**src/rtl/lbp_scan_counter.sv**
```systemverilog
//------------------------------------------------------------------------------
// lbp_scan_counter
//   Raster-scan centre-pixel address generator for the LBP engine. Walks
//   every interior pixel of an IMG_W x IMG_H image, skipping MARGIN border
//   pixels on each side, with a start/busy/done frame handshake.
//   Optional macro LBP_SCAN_NEIGHBOR_EN: sequences the nine 3x3 window
//   addresses of every centre pixel (nb_idx/nb_addr ports).
//   Revision: 1.0 - initial release
//------------------------------------------------------------------------------
`default_nettype none

module lbp_scan_counter #(
    parameter int IMG_W  = 128,
    parameter int IMG_H  = 128,
    parameter int AW     = 7,
    parameter int MARGIN = 1
) (
    input  logic            clk,
    input  logic            reset,
    input  logic            start,
    input  logic            en,
    output logic [AW-1:0]   x,
    output logic [AW-1:0]   y,
    output logic [2*AW-1:0] addr,
    output logic            valid,
    output logic            last,
    output logic            busy,
    output logic            done
`ifdef LBP_SCAN_NEIGHBOR_EN
    ,
    output logic [3:0]      nb_idx,
    output logic [2*AW-1:0] nb_addr
`endif
);

    localparam logic [AW-1:0] X_FIRST = AW'(MARGIN);
    localparam logic [AW-1:0] Y_FIRST = AW'(MARGIN);
    localparam logic [AW-1:0] X_LAST  = AW'(IMG_W - 1 - MARGIN);
    localparam logic [AW-1:0] Y_LAST  = AW'(IMG_H - 1 - MARGIN);
    localparam logic [AW-1:0] ONE     = AW'(1);

    typedef enum logic [1:0] {
        ST_IDLE = 2'd0,
        ST_SCAN = 2'd1,
        ST_DONE = 2'd2
    } state_t;

    state_t          state_q;
    logic [AW-1:0]   x_q;
    logic [AW-1:0]   y_q;
    logic            busy_q;
    logic            done_q;
    logic [AW-1:0]   x_d;
    logic [AW-1:0]   y_d;
    logic            centre_last;
    logic            step_last;

`ifdef LBP_SCAN_NEIGHBOR_EN
    logic [3:0]      nb_q;
    logic [AW-1:0]   nb_x;
    logic [AW-1:0]   nb_y;
`endif

    // Next centre position in raster order; row wraps back to the left margin.
    always_comb begin
        x_d = x_q;
        y_d = y_q;
        if (x_q == X_LAST) begin
            x_d = X_FIRST;
            y_d = y_q + ONE;
        end else begin
            x_d = x_q + ONE;
        end
    end

    assign centre_last = (x_q == X_LAST) && (y_q == Y_LAST);

`ifdef LBP_SCAN_NEIGHBOR_EN
    assign step_last = centre_last && (nb_q == 4'd8);
`else
    assign step_last = centre_last;
`endif

    // Frame controller: IDLE/SCAN/DONE with registered position and flags.
    always_ff @(posedge clk) begin
        if (reset) begin
            state_q <= ST_IDLE;
            x_q     <= X_FIRST;
            y_q     <= Y_FIRST;
            busy_q  <= 1'b0;
            done_q  <= 1'b0;
`ifdef LBP_SCAN_NEIGHBOR_EN
            nb_q    <= 4'd0;
`endif
        end else begin
            case (state_q)
                ST_IDLE, ST_DONE: begin
                    // start wins over en here; the first step is not consumed
                    if (start) begin
                        state_q <= ST_SCAN;
                        x_q     <= X_FIRST;
                        y_q     <= Y_FIRST;
                        busy_q  <= 1'b1;
                        done_q  <= 1'b0;
`ifdef LBP_SCAN_NEIGHBOR_EN
                        nb_q    <= 4'd0;
`endif
                    end
                end
                ST_SCAN: begin
                    if (en) begin
                        if (step_last) begin
                            // final position is held for inspection in DONE
                            state_q <= ST_DONE;
                            busy_q  <= 1'b0;
                            done_q  <= 1'b1;
                        end else begin
`ifdef LBP_SCAN_NEIGHBOR_EN
                            if (nb_q == 4'd8) begin
                                nb_q <= 4'd0;
                                x_q  <= x_d;
                                y_q  <= y_d;
                            end else begin
                                nb_q <= nb_q + 4'd1;
                            end
`else
                            x_q <= x_d;
                            y_q <= y_d;
`endif
                        end
                    end
                end
                default: begin
                    state_q <= ST_IDLE;
                    busy_q  <= 1'b0;
                    done_q  <= 1'b0;
                end
            endcase
        end
    end

`ifdef LBP_SCAN_NEIGHBOR_EN
    // 3x3 window address; outside SCAN it rests on the (-1,-1) corner.
    always_comb begin
        nb_x = x_q - ONE;
        nb_y = y_q - ONE;
        if (busy_q) begin
            case (nb_q)
                4'd0:    begin nb_y = y_q;       nb_x = x_q;       end
                4'd1:    begin nb_y = y_q - ONE; nb_x = x_q - ONE; end
                4'd2:    begin nb_y = y_q - ONE; nb_x = x_q;       end
                4'd3:    begin nb_y = y_q - ONE; nb_x = x_q + ONE; end
                4'd4:    begin nb_y = y_q;       nb_x = x_q - ONE; end
                4'd5:    begin nb_y = y_q;       nb_x = x_q + ONE; end
                4'd6:    begin nb_y = y_q + ONE; nb_x = x_q - ONE; end
                4'd7:    begin nb_y = y_q + ONE; nb_x = x_q;       end
                default: begin nb_y = y_q + ONE; nb_x = x_q + ONE; end
            endcase
        end
    end

    assign nb_idx  = nb_q;
    assign nb_addr = {nb_y, nb_x};
`endif

    assign x     = x_q;
    assign y     = y_q;
    assign addr  = {y_q, x_q};
    assign valid = busy_q;
    assign busy  = busy_q;
    assign done  = done_q;
    assign last  = busy_q && step_last;

endmodule

`default_nettype wire

```
**config.mk**
```make
export PLATFORM = sky130hd
export DESIGN_NAME = lbp_scan_counter
export DESIGN_NICKNAME = d
export VERILOG_FILES = /design/src/rtl/lbp_scan_counter.sv
export SDC_FILE = /design/constraint.sdc
export NUM_CORES = 1
export LEC_CHECK = 0
export CAP_MARGIN = 25
export CORE_MARGIN = 5
export CORE_UTILIZATION = 40
export DETAILED_ROUTE_END_ITERATION = 7
export PLACE_DENSITY = 0.72
export SETUP_SLACK_MARGIN = 0.3
export SLEW_MARGIN = 20
export SYNTH_ARGS = -nofsm -noshare
export SYNTH_HDL_FRONTEND = slang
export SYNTH_SLANG_ARGS = --single-unit
```
**constraint.sdc**
```tcl
create_clock -name clk -period 6.6 [get_ports clk]
set_clock_uncertainty 0.2 [all_clocks]
set_input_delay 0.66 -clock clk [delete_from_list [all_inputs] [get_ports clk]]
set_output_delay 0.66 -clock clk [all_outputs]
set_load 0.005 [all_outputs]
```
==> summary.txt <==
ant diodes - 0
Max-Cap Viols - 0
post-synth top area share - 31.7%
fmax - 0.317 GHz
reg2reg path depth - 7
vias - 1,020
initial antenna violation count - 0
Critical Path Start - y[1]
EDFF count, synth - 0
Period minus WS final - 3.16 ns
GRT Total Usage - 13.9%
final hold violations - 0
Mapped Area - 0.00107 mm^2
CORE AREA - 0.00252 mm^2
port bufs - 35
Peak VDD IR - 0.122 mV
fin nets - 161
Die ar. - 0.00382 mm^2
Worst-Margin Slew - 0.682 ns
RSZ-0062 raised after global routing - false
first drt pass iteration count - 4
Worst Setup End Kind - output port
RD Place Congestion - 0.814
met3 wire len - 162 um
Worst Hold Path EP - y[6]
Routed WL per cell - 13.7 um
CTS Buf Count - 3
area of the multi-input gates - 588 um^2
CTS tree - done
Yosys warning total - 0
hold path depth - 2
row cnt - 18
Worst-Skew Late Latency - 0.30 ns
Post-Syn Instances - 130
hold wc startpoint - y[6]
CP max FO - 7
PostCTS Resize Cnt - 0
gr ovfl total - 0
Synth area leaders - dfxtp_1 32%, buf_4 10%, a21oi_1 5.6%
first-pass GRT wire length - 4.05 mm
final setup vio count - 0
max-slew violations - 0
CTS Sinks - 17
CTS root buffer - clkbuf_4
H-tree Lvls - 1
met1 WL - 1.03 mm
deepest clock path buffer count - 2
Crit path required time - 5.74 ns
drt via density - 5.60
reg-to-reg slack, setup - 4.25 ns
Tcrit/Tclk final - 47.9%
Pleak - 0.517 nW
vias in the first global route - 971
chip width - 61.8 um
final instance area - 0.00137 mm^2
CTS Hold Bufs - 0
Starting Density - 42.6%
leading area contributor after synthesis - dfxtp_1
Slew headroom - 54.4%
Area after DPL - 0.00134 mm^2
RR Startpoint - x[0]
register area - 340 um^2
Detail Route Antenna Nets - 0
share of cells above drive strength 1 - 7.89%
DP HPWL - 1.87 mm
slowest library cell on the worst path - clkdlybuf4s50_1
crit-path max cell delay - 0.51 ns
Worst-path clk slew - 0.11 ns
WL met2 - 1.28 mm
Syn Nets - 138
DRC Markers - 0
Synth async-reset ratio - 0%
initial DRC count - 41
worst r2r dst - x[5]
Top Metal Used - met4
Worst setup SP type - flop
Layout fillers - 243
top_reg_cell synth - dfxtp_1
Setup Buffers After CTS - 0
setup TNS - 0 ns
area delta synth->final - 27.5%
Min-Delay Path Class - reg -> reg
Worst EP arrival - 2.30 ns
worst path bufs/invs - 1
Setup CP Type - reg -> out
# IOs - 36
largest net degree at the start of global routing - 20
pwr/cell area - 141 mW/mm^2
Die H - 61.8 um
Seq cells post-synth - 17
syn avg cell area - 8.27 um^2
critical-path cell list - ha_1 -> nand4_1 -> nor4_1 -> and2_1 -> clkdlybuf4s50_1
outcome - completed
register area share after synthesis - 31.7%
count of cell types in the netlist - 39
overall routed net length - 2.49 mm
family with the most delay on the worst path - simple AND/OR/NAND/NOR gates
## cells by family after synthesis
family / Yosys count / synth area share [%]
adders and majority gates: 4 / 4.66
AOI/OAI and AO/OA: 32 / 19.7
DFF: 17 / 31.7
and+or+nand+nor: 51 / 28.5
muxes: 2 / 1.86
buffers and inverters: 24 / 13.6
## worst max path at each step
stage / to / slack (ns) / depth (start not counted)
5_1_grt: last / 3.31 / 5
3_3_place_gp: last / 3.86 / 5
3_5_place_dp: last / 3.77 / 5
2_1_floorplan: last / 4.44 / 4
6_report: last / 3.44 / 5
4_1_cts: last / 3.42 / 5
## area by class of cell
cell class / count / area share [%]
clock buffers: 3 / 1.64
multi-input cells: 89 / 42.9
flip-flops and latches: 17 / 24.8
clock inverters: 1 / 0.365
repair buffers: 35 / 25.6
well taps: 30 / 2.74
inverters: 7 / 1.92
## cell usage after synthesis (2+ instances only)
master,n
dfxtp_1,17
clkbuf_1,2
mux2i_1,2
nand4_1,3
nand2_1,7
o211a_1,2
or2_2,2
or3_1,3
ha_1,4
buf_4,15
nor2b_1,3
nor3_1,5
o21ai_0,7
nor2_1,9
and2_1,2
nand3_1,5
a21oi_1,12
nand2b_1,2
or2_1,2
inv_1,7
## flip-flops by register name, indices dropped and copies added, names as in the netlist
signal,flops
x,7
busy,1
y,7
state_q,1
done,1
## cells in the final DEF (no fill, tap or decap), types with 2 or more instances in the layout
cell,instances
inv_1,7
nor3_1,5
or2_1,2
ha_1,4
clkdlybuf4s50_1,35
and2_1,2
dfxtp_1,17
nand4_1,3
nand3_1,5
nand2b_1,2
o211a_1,2
a21oi_1,12
clkbuf_4,3
nor2_1,9
nor2b_1,3
mux2i_1,2
or3_1,3
o21ai_0,7
or2_2,2
nand2_1,7
## per-layer routing
layer | track usage, % | up-vias
li1 | - | 496
met5 | 0 | -
met1 | 15.7 | 486
met2 | 24.4 | 36
met4 | 6.67 | 0
met3 | 3.51 | 2
## worst register-to-register path: cells and delay by family, from the launching register on
family,cells,cell delay (ns)
compound gates,2,0.35
buf+inv,1,0.07
simple gates,3,1.01
flops,1,0.46
fa+ha+maj,1,0.19
## report_power, final
| part | leakage (nW) | switching [mW] | internal, mW |
|---|---|---|---|
| logic | 0.361 | 0.0147 | 0.0131 |
| registers | 0.138 | 0.00344 | 0.105 |
| clock network | 0.0177 | 0.0351 | 0.0226 |
## metrics by stage
stage          power, mW  util (%)  cells  hold WS (ns)  worst slack, ns
3_3_place_gp       0.138      53.2    178         0.297             3.86
5_1_grt            0.204      54.3    182         0.346             3.31
4_1_cts            0.195      54.3    182         0.325             3.42
6_report           0.194      54.3    182         0.319             3.44
3_5_place_dp       0.139      53.2    178         0.305             3.77
2_1_floorplan      0.128         -    130         0.284             4.44
No activity file was read; power rests on OpenSTA's default activity.
